<file path="src/rtl/stop_watch_pkg.sv">
// -----------------------------------------------------------------------------
// stop_watch_pkg
//   Shared definitions for the lap stopwatch slice.
//   - sw_state_e : controller state encoding (IDLE=0, RUN=1, PAUSE=2)
//   - DIGIT_W    : width of one BCD digit
//   - BCD_MAX    : last value of a BCD digit before it wraps
//   - calc_div   : system-clock cycles per least-significant-digit tick
// -----------------------------------------------------------------------------
package stop_watch_pkg;

    localparam int unsigned DIGIT_W = 4;
    localparam logic [DIGIT_W-1:0] BCD_MAX = 4'd9;

    typedef enum logic [1:0] {
        IDLE  = 2'd0,
        RUN   = 2'd1,
        PAUSE = 2'd2
    } sw_state_e;

    function automatic int unsigned calc_div(input int unsigned clk_hz,
                                             input int unsigned tick_hz);
        return clk_hz / tick_hz;
    endfunction

endpackage

</file>
<file path="src/rtl/bcd_digit_cnt.sv">
// -----------------------------------------------------------------------------
// bcd_digit_cnt
//   One decimal digit of the running time. Counts 0..9 and wraps to 0.
//   Ports:
//     i_Clk   : system clock
//     i_Rst   : synchronous active-high reset
//     i_fClr  : synchronous clear (stop / return to idle)
//     i_fInc  : increment enable for this cycle
//     o_Val   : current digit value, BCD
//     o_fLst  : high while the digit sits at 9 (carry-ready to the next digit)
// -----------------------------------------------------------------------------
module bcd_digit_cnt
    import stop_watch_pkg::*;
(
    input  logic               i_Clk,
    input  logic               i_Rst,
    input  logic               i_fClr,
    input  logic               i_fInc,
    output logic [DIGIT_W-1:0] o_Val,
    output logic               o_fLst
);

    logic [DIGIT_W-1:0] val_q;

    always_ff @(posedge i_Clk) begin
        if (i_Rst || i_fClr) begin
            val_q <= '0;
        end else if (i_fInc) begin
            val_q <= (val_q == BCD_MAX) ? '0 : val_q + 1'b1;
        end
    end

    assign o_Val  = val_q;
    assign o_fLst = (val_q == BCD_MAX);

endmodule

</file>
<file path="src/rtl/lap_stop_watch.sv">
// -----------------------------------------------------------------------------
// lap_stop_watch
//   Multi-lap stopwatch. A divided system-clock tick drives a chain of BCD
//   digits; lap times are kept in a circular register buffer and browsed with
//   the recall button.
//   Parameters:
//     CLK_HZ, TICK_HZ : system clock and least-significant-digit rate
//     NUM_DIGITS      : BCD digits in the running time and in each lap (1..8)
//     LAP_DEPTH       : number of lap slots (1..16)
//   Ports:
//     i_Clk, i_Rst    : clock, synchronous active-high reset
//     i_fStart        : start/pause button, active-low
//     i_fStop         : stop/clear button, active-low
//     i_fRecord       : lap-record button, active-low
//     i_fRecall       : lap-browse button, active-low
//     o_Cur           : running time, BCD, digit 0 in bits [3:0]
//     o_Lap           : lap slot selected by o_LapIdx, BCD
//     o_LapIdx        : slot shown on o_Lap
//     o_LapCnt        : number of valid laps stored
//     o_State         : IDLE=0, RUN=1, PAUSE=2
//     o_fOvf          : sticky overflow flag, cleared by stop or reset
// -----------------------------------------------------------------------------
module lap_stop_watch
    import stop_watch_pkg::*;
#(
    parameter int unsigned CLK_HZ     = 100_000_000,
    parameter int unsigned TICK_HZ    = 10,
    parameter int unsigned NUM_DIGITS = 4,
    parameter int unsigned LAP_DEPTH  = 4
) (
    input  logic                                       i_Clk,
    input  logic                                       i_Rst,
    input  logic                                       i_fStart,
    input  logic                                       i_fStop,
    input  logic                                       i_fRecord,
    input  logic                                       i_fRecall,
    output logic [DIGIT_W*NUM_DIGITS-1:0]              o_Cur,
    output logic [DIGIT_W*NUM_DIGITS-1:0]              o_Lap,
    output logic [((LAP_DEPTH > 1) ? $clog2(LAP_DEPTH) : 1)-1:0] o_LapIdx,
    output logic [$clog2(LAP_DEPTH+1)-1:0]             o_LapCnt,
    output logic [1:0]                                 o_State,
    output logic                                       o_fOvf
);

    localparam int unsigned DIV   = calc_div(CLK_HZ, TICK_HZ);
    localparam int unsigned DIV_W = (DIV > 1) ? $clog2(DIV) : 1;
    localparam int unsigned CUR_W = DIGIT_W * NUM_DIGITS;
    localparam int unsigned IDX_W = (LAP_DEPTH > 1) ? $clog2(LAP_DEPTH) : 1;
    localparam int unsigned CNT_W = $clog2(LAP_DEPTH + 1);

    localparam logic [DIV_W-1:0] DIV_LAST = DIV_W'(DIV - 1);
    localparam logic [IDX_W-1:0] IDX_LAST = IDX_W'(LAP_DEPTH - 1);
    localparam logic [CNT_W-1:0] CNT_FULL = CNT_W'(LAP_DEPTH);

    if (DIV < 2 || NUM_DIGITS < 1 || NUM_DIGITS > 8 ||
        LAP_DEPTH < 1 || LAP_DEPTH > 16) begin : g_param_check
        $error("lap_stop_watch: parameter out of range");
    end

    // ---------------------------------------------------------------------
    // Button edge detection: {start, stop, record, recall}, active-low.
    // Two register stages so the press pulse comes from registered state only.
    // ---------------------------------------------------------------------
    logic [3:0] btn_cur;
    logic [3:0] btn_prev;
    logic [3:0] press;
    logic       start_p;
    logic       stop_p;
    logic       rec_p;
    logic       rcl_p;

    always_ff @(posedge i_Clk) begin
        if (i_Rst) begin
            btn_cur  <= '1;
            btn_prev <= '1;
        end else begin
            btn_cur  <= {i_fStart, i_fStop, i_fRecord, i_fRecall};
            btn_prev <= btn_cur;
        end
    end

    assign press   = btn_prev & ~btn_cur;
    assign start_p = press[3];
    assign stop_p  = press[2];
    assign rec_p   = press[1];
    assign rcl_p   = press[0];

    // ---------------------------------------------------------------------
    // Control FSM
    // ---------------------------------------------------------------------
    sw_state_e state_q;
    sw_state_e state_d;

    always_ff @(posedge i_Clk) begin
        if (i_Rst) begin
            state_q <= IDLE;
        end else begin
            state_q <= state_d;
        end
    end

    always_comb begin
        state_d = state_q;
        case (state_q)
            IDLE: begin
                if (start_p && !stop_p) state_d = RUN;
            end
            RUN: begin
                if (stop_p)       state_d = IDLE;
                else if (start_p) state_d = PAUSE;
            end
            PAUSE: begin
                if (stop_p)       state_d = IDLE;
                else if (start_p) state_d = RUN;
            end
            default: state_d = IDLE;
        endcase
    end

    // Stop is the only way into IDLE, so it doubles as the datapath clear.
    logic clr;
    assign clr = stop_p;

    // ---------------------------------------------------------------------
    // Tick divider
    // ---------------------------------------------------------------------
    logic [DIV_W-1:0] div_q;
    logic             tick;

    assign tick = (state_q == RUN) && (div_q == DIV_LAST);

    always_ff @(posedge i_Clk) begin
        if (i_Rst || clr) begin
            div_q <= '0;
        end else begin
            case (state_q)
                RUN:     div_q <= tick ? '0 : div_q + 1'b1;
                PAUSE:   div_q <= div_q;
                default: div_q <= '0;
            endcase
        end
    end

    // ---------------------------------------------------------------------
    // BCD digit chain
    // ---------------------------------------------------------------------
    logic [CUR_W-1:0]      cur;
    logic [NUM_DIGITS-1:0] lst;
    logic [NUM_DIGITS:0]   carry;

    always_comb begin
        carry[0] = tick;
        for (int unsigned k = 0; k < NUM_DIGITS; k++) begin
            carry[k+1] = carry[k] & lst[k];
        end
    end

    for (genvar k = 0; k < NUM_DIGITS; k++) begin : g_digit
        bcd_digit_cnt u_digit (
            .i_Clk  (i_Clk),
            .i_Rst  (i_Rst),
            .i_fClr (clr),
            .i_fInc (carry[k]),
            .o_Val  (cur[k*DIGIT_W +: DIGIT_W]),
            .o_fLst (lst[k])
        );
    end

    logic ovf_q;

    always_ff @(posedge i_Clk) begin
        if (i_Rst || clr) begin
            ovf_q <= 1'b0;
        end else if (carry[NUM_DIGITS]) begin
            ovf_q <= 1'b1;
        end
    end

    // ---------------------------------------------------------------------
    // Lap buffer
    // ---------------------------------------------------------------------
    logic [CUR_W-1:0] laps [LAP_DEPTH];
    logic [IDX_W-1:0] wr_ptr_q;
    logic [IDX_W-1:0] idx_q;
    logic [CNT_W-1:0] cnt_q;
    logic [IDX_W-1:0] oldest;
    logic [IDX_W-1:0] newest;
    logic [IDX_W-1:0] older;
    logic             rec_en;
    logic             rcl_en;

    // Record takes precedence over recall only when it actually records.
    assign rec_en = rec_p && !stop_p && (state_q == RUN);
    assign rcl_en = rcl_p && !stop_p && !rec_en &&
                    (state_q != IDLE) && (cnt_q != '0);

    // Until the buffer fills, slot 0 holds the oldest lap; afterwards the
    // write pointer points at it.
    assign oldest = (cnt_q == CNT_FULL) ? wr_ptr_q : '0;
    assign newest = (wr_ptr_q == '0) ? IDX_LAST : wr_ptr_q - 1'b1;
    assign older  = (idx_q == oldest) ? newest :
                    (idx_q == '0)     ? IDX_LAST : idx_q - 1'b1;

    always_ff @(posedge i_Clk) begin
        if (i_Rst || clr) begin
            for (int unsigned i = 0; i < LAP_DEPTH; i++) begin
                laps[i] <= '0;
            end
            wr_ptr_q <= '0;
            idx_q    <= '0;
            cnt_q    <= '0;
        end else if (rec_en) begin
            laps[wr_ptr_q] <= cur;
            wr_ptr_q       <= (wr_ptr_q == IDX_LAST) ? '0 : wr_ptr_q + 1'b1;
            idx_q          <= wr_ptr_q;
            if (cnt_q != CNT_FULL) begin
                cnt_q <= cnt_q + 1'b1;
            end
        end else if (rcl_en) begin
            idx_q <= older;
        end
    end

    // ---------------------------------------------------------------------
    // Outputs
    // ---------------------------------------------------------------------
    assign o_Cur    = cur;
    assign o_Lap    = laps[idx_q];
    assign o_LapIdx = idx_q;
    assign o_LapCnt = cnt_q;
    assign o_State  = state_q;
    assign o_fOvf   = ovf_q;

endmodule

</file>
<file path="config.mk">
export PLATFORM = sky130hd
export DESIGN_NAME = lap_stop_watch
export DESIGN_NICKNAME = d
export VERILOG_FILES = /design/src/rtl/stop_watch_pkg.sv /design/src/rtl/bcd_digit_cnt.sv /design/src/rtl/lap_stop_watch.sv
export SDC_FILE = /design/constraint.sdc
export NUM_CORES = 1
export LEC_CHECK = 0
export ABC_AREA = 0
export BUFFER_PORTS_ARGS = -buffer_cell sky130_fd_sc_hd__buf_2
export CORE_MARGIN = 5
export CORE_UTILIZATION = 60
export DETAILED_ROUTE_END_ITERATION = 12
export PLACE_DENSITY_LB_ADDON = 0.15
export SLEW_MARGIN = 10
export SYNTH_ARGS = -nofsm -noshare
export SYNTH_HDL_FRONTEND = slang
export SYNTH_SLANG_ARGS = --single-unit
export TNS_END_PERCENT = 1
</file>
<file path="constraint.sdc">
create_clock -name i_Clk -period 3.5 [get_ports i_Clk]
set_input_delay 0.7 -clock i_Clk [delete_from_list [all_inputs] [get_ports i_Clk]]
set_output_delay 0.7 -clock i_Clk [all_outputs]
set_load 0.005 [all_outputs]
</file>
# Yosys cells after proc, flatten, opt, wreduce, memory -nomap -nowiden
# Memory sizes are Yosys's and may differ from the RTL's. A register that Yosys moved wholly into a read port is not among the register bits.
# Cells that the tools add are included.
[classes]
addsub = 9
eq_ne = 14
mux = 29
bitwise = 6
reduce_logical = 20
[op_table]
columns = ["cell", "n"]
rows = [
  ["$pmux W24 S2", 1],
  ["$mux W2", 15],
  ["$add A24 B1 Y24 const B", 1],
  ["$eq A24 B24 Y1 const B", 1],
  ["$mux W24", 1],
  ["$add A4 B1 Y4 const B", 4],
  ["$eq A4 B4 Y1 const B", 4],
  ["$mux W16", 1],
  ["$mux W4", 4],
  ["$reduce_or A16 Y1", 1],
  ["$ne A3 B3 Y1 const B", 3],
  ["$logic_and A1 B1 Y1", 8],
  ["$logic_not A2 Y1", 3],
  ["$mux W1", 6],
  ["$pmux W2 S3", 1],
  ["$and A1 B1 Y1", 4],
  ["$and A4 B4 Y4", 1],
  ["$eq A2 B2 Y1 const B", 2],
  ["$not A4 Y4", 1],
  ["$reduce_bool A2 Y1", 2],
  ["$sub A2 B1 Y2 const B", 2],
  ["$add A3 B1 Y3 const B", 1],
  ["$eq A3 B3 Y1 const B", 1],
  ["$reduce_and A3 Y1", 1],
  ["other kinds (8)", 9],
]
[word_totals]
register_bits = 58
ramBits = 64
inputBits = 6
out_inout_bits = 40
word_cells = 91
mem_count = 1
[mem_list]
columns = ["memory", "words", "word_bits", "read_ports", "rd_clocked_by_memory_dff", "write_ports", "line_no", "rtl"]
rows = [
  ["laps", 4, 16, 1, 1, 4, "lap_stop_watch.sv:182", "logic [CUR_W-1:0] laps [LAP_DEPTH];"],
]

# Longest topological paths before layout
[logic_depth]
word_depth = 13
depth_mapped = 9
mapped_depth_nobuf = 7

# Hierarchy
# From an unflattened synthesis, not the netlist that was laid out.
[unflattened]
cells_unflattened = 519
hier_area_um2 = 5834.3
[modules_own_cells]
columns = ["mod", "n_inst", "cells_per_inst", "area_per_inst_um2"]
rows = [
  ["lap_stop_watch", 1, 435, 5048.6],
  ["bcd_digit_cnt", 4, 21, 196.4],
]

# Least setup slack after synthesis
# Ideal clock, no wire load.
[synth_path]
path_type = "reg2reg"
startpoint = "register state_q[1] (netlist: o_State[1])"
endpoint = "memory laps[2][0] in the netlist's numbering, enable pin"
setup_ps = 411
arrival_ps = 2462
t_required_ps = 3089
slack_ps = 626
path_stages_with_launch = 6
path_buffers = 2
path_cell_list = "dfxtp_1 > nand2b_2 > or3_1 > buf_2 > clkbuf_1 > o21ai_0"
[synth_lines]
columns = ["element", "line_no", "rtl"]
rows = [
  ["start, declared", "lap_stop_watch.sv:91", "sw_state_e state_q;"],
  ["start signal, assigned", "lap_stop_watch.sv:98", "state_q <= state_d;"],
  ["end, declared", "lap_stop_watch.sv:182", ""],
]

==> results.md <==
- Post-Route Skew: 9.40 ps
- Setup violations, final: 0
- Max Root-Sink Buffers: 2
- Status: finished clean
- Syn Area/Cell: between 10 and 15 sq um
- Vias per cell: 5.76
- Routed WL per cell: 17.1 um
- Synth Flop Type: edfxtp_1
- Critical Path Start Type: flop
- Share of cells above drive strength 1: 21.5%
- First-pass GRT wire length: about 20000 um
- Most common cell in the netlist: edfxtp_1
- Max-cap check violation count: 0
- Core area: 9680 sq um
- Worst path cell trace: mux4_2 > buf_2
- Worst-path maximum fanout: 16
- Vias in the first global route: approximately 4100
- Area Overhead vs Synth: 14.7%
- Port bufs: 45
- RSZ-0062 raised after global routing: no
- Die Ht: roughly 110 um
- Hold Crit Class: input port to flop
- Synth top area share: 32.5%
- Total grt overflow: 0
- H-tree depth: 4
- Pwr per Cell Area: between 500 and 600 nW/um^2
- Antenna violations before repair: 0
- Setup Total Neg Slack: 0 ps
- Worst Setup End Kind: output pin
- Leak Pwr: 2.58 nW
- Worst setup path category: flop to output pin
- Clock sink count: 124
- # IOs: 46
- Post-Syn Area: 5910 sq um
- Max incr delay on CP: 800 ps
- Die Span X: 109 um
- Asr flop ratio synth: 0%
- Slew Limit Fails: 0
- Fin crit period: 2580 ps
- VDD IR max: 311 uV
- Postcts setup bufs: 0
- Row count: 36
- Commonest cells post-synth: edfxtp_1 (64), dfxtp_1 (60), and2_1 (59)
- Initial Util: 61.1%
- Yosys reg bits: ~120
- Detailed placer's ending HPWL: 8210 um
- Post-route ant nets: 0
- WL final: 12200 um
- Number of diodes: 0
- Synth warnings: 0
- Worst-Margin Slew: 864 ps
- Fin area: 6780 sq um
- Crit-path slowest cell: dfxtp_1
- Syn_nets: 537
- GRT Total Usage: 21.9%
- Post-synth EDFFs: 64
- Largest net degree at the start of global routing: 33
- 1st-pass router iterations: 4
- Final Hold Viols: 0
- Final Cycle Share: between 70% and 80%
- Clock latency on the worst-skew pair: 510 ps
- Drt initial violations: 261
- Cell taking the most area after synthesis: edfxtp_1
- Fin nets: 581
- Clk root buf: clkbuf_8
- Via Count: 4119
- Arr. time, crit path: roughly 1900 ps
- Seq/Total Area, Yosys: 52.8%
- CP required: around 2800 ps
- Final Wtd Congestion: 0.870
- DIE AREA: about 12000 sq um
- Clock transition at the registers of the reported paths: 60 ps
- Hold bufs inserted after CTS: 0
- DP Area: 6200 sq um
- Top delay family on crit path: flip-flops
- CTS tree: done
- Cells after Synth: about 530
- Max Fclk: approximately 0.39 GHz
- Synth cell types: 66
- Bufs and invs on worst path: 1
- CTS resizes: 0
- DRC Markers: 0
- Synth top area cells: edfxtp_1 (32%), dfxtp_1 (20%), and2_1 (6.2%)
- CTS Buf Count: 17
- Slew Limit Headroom: 42.2%
## final cells by class
class                   instances  area (sq um)
fillers                       695          2900
well taps                     133           166
clock inverters                14           169
clock buffers                  18           418
flip-flops and latches        124          3120
multi-input cells             360          2570
inverters                      11          41.3
repair buffers                 55           300
## flip-flops by register name, indices dropped and copies added (netlist names), named ones only
name	count
g_digit.u_digit.o_Val	16
div_q	24
o_fOvf	1
btn_cur	4
btn_prev	4
o_LapIdx	2
o_LapCnt	3
o_State	2
laps	64
wr_ptr_q	2
## report_power, final
group | switching [mW] | internal, mW | leakage (nW) | total [mW]
Sequential | 0.0165 | 1.57 | 1.17 | 1.59
Clock | 0.644 | 1.09 | 0.289 | 1.73
Combinational | 0.0626 | 0.0429 | 1.12 | 0.106
Total | 0.723 | 2.70 | 2.58 | 3.42
## routing by layer
layer	track usage [%]	wire length, um
met1	27.1	5250
met2	38.1	6300
met3	4.74	462
met4	7.48	195
met5	0	0
## cell families after synthesis
logic type / after synthesis / synth area share, %
and+or+nand+nor: 250 / 25.5
DFF: 124 / 52.8
AOI/OAI and AO/OA: 69 / 7.66
buffers and inverters: 41 / 3.81
muxes: 20 / 6.77
xor gates and xnor gates: 15 / 2.22
adders and majority gates: 6 / 1.27
## worst register-to-register path: stages, from the launching register on
cell	delay [ps]
dfxtp_1	400
ha_1	250
and3_4	240
and4b_1	640
a211oi_4	130
buf_4	260
and3_1	210
a221o_1	250
## cells in the final DEF (no fill, tap or decap), types with 13 or more instances in the layout
cell and count:
nand2_1 35, nor2_1 38, clkbuf_16 16, a31oi_1 14
and2_1 59, buf_2 45, mux4_2 16, nand3_1 17
edfxtp_1 64, nand4_1 13, a21oi_1 25, xor2_1 13
dfxtp_1 60
## metrics by stage
stage / std cells / hold WS, ps / power [mW] / utilization [%] / worst slack [ps]
2_1_floorplan: 525 / 405 / 1.68 / - / 626
3_3_place_gp: 683 / 416 / 1.72 / 64.0 / 992
3_5_place_dp: 683 / 421 / 1.73 / 64.0 / 913
4_1_cts: 715 / 354 / 3.44 / 70.1 / 828
5_1_grt: 715 / 366 / 3.52 / 70.1 / 787
6_report: 715 / 370 / 3.42 / 70.1 / 919
## path summary, 6_finish.rpt
path,depth (start not counted),from,to,slack [ps]
worst max-delay path,2,flop,o_Lap[1],920
worst min-delay path,2,i_fStop,btn_cur[2]$_SDFF_PP1_,370
worst max register to register,7,div_q[0]$_SDFFE_PP0N_,div_q[14]$_SDFFE_PP0N_,1010
worst min register to register,1,btn_cur[1]$_SDFF_PP1_,btn_prev[1]$_SDFF_PP1_,430
Power figures use the tool's default switching activity.
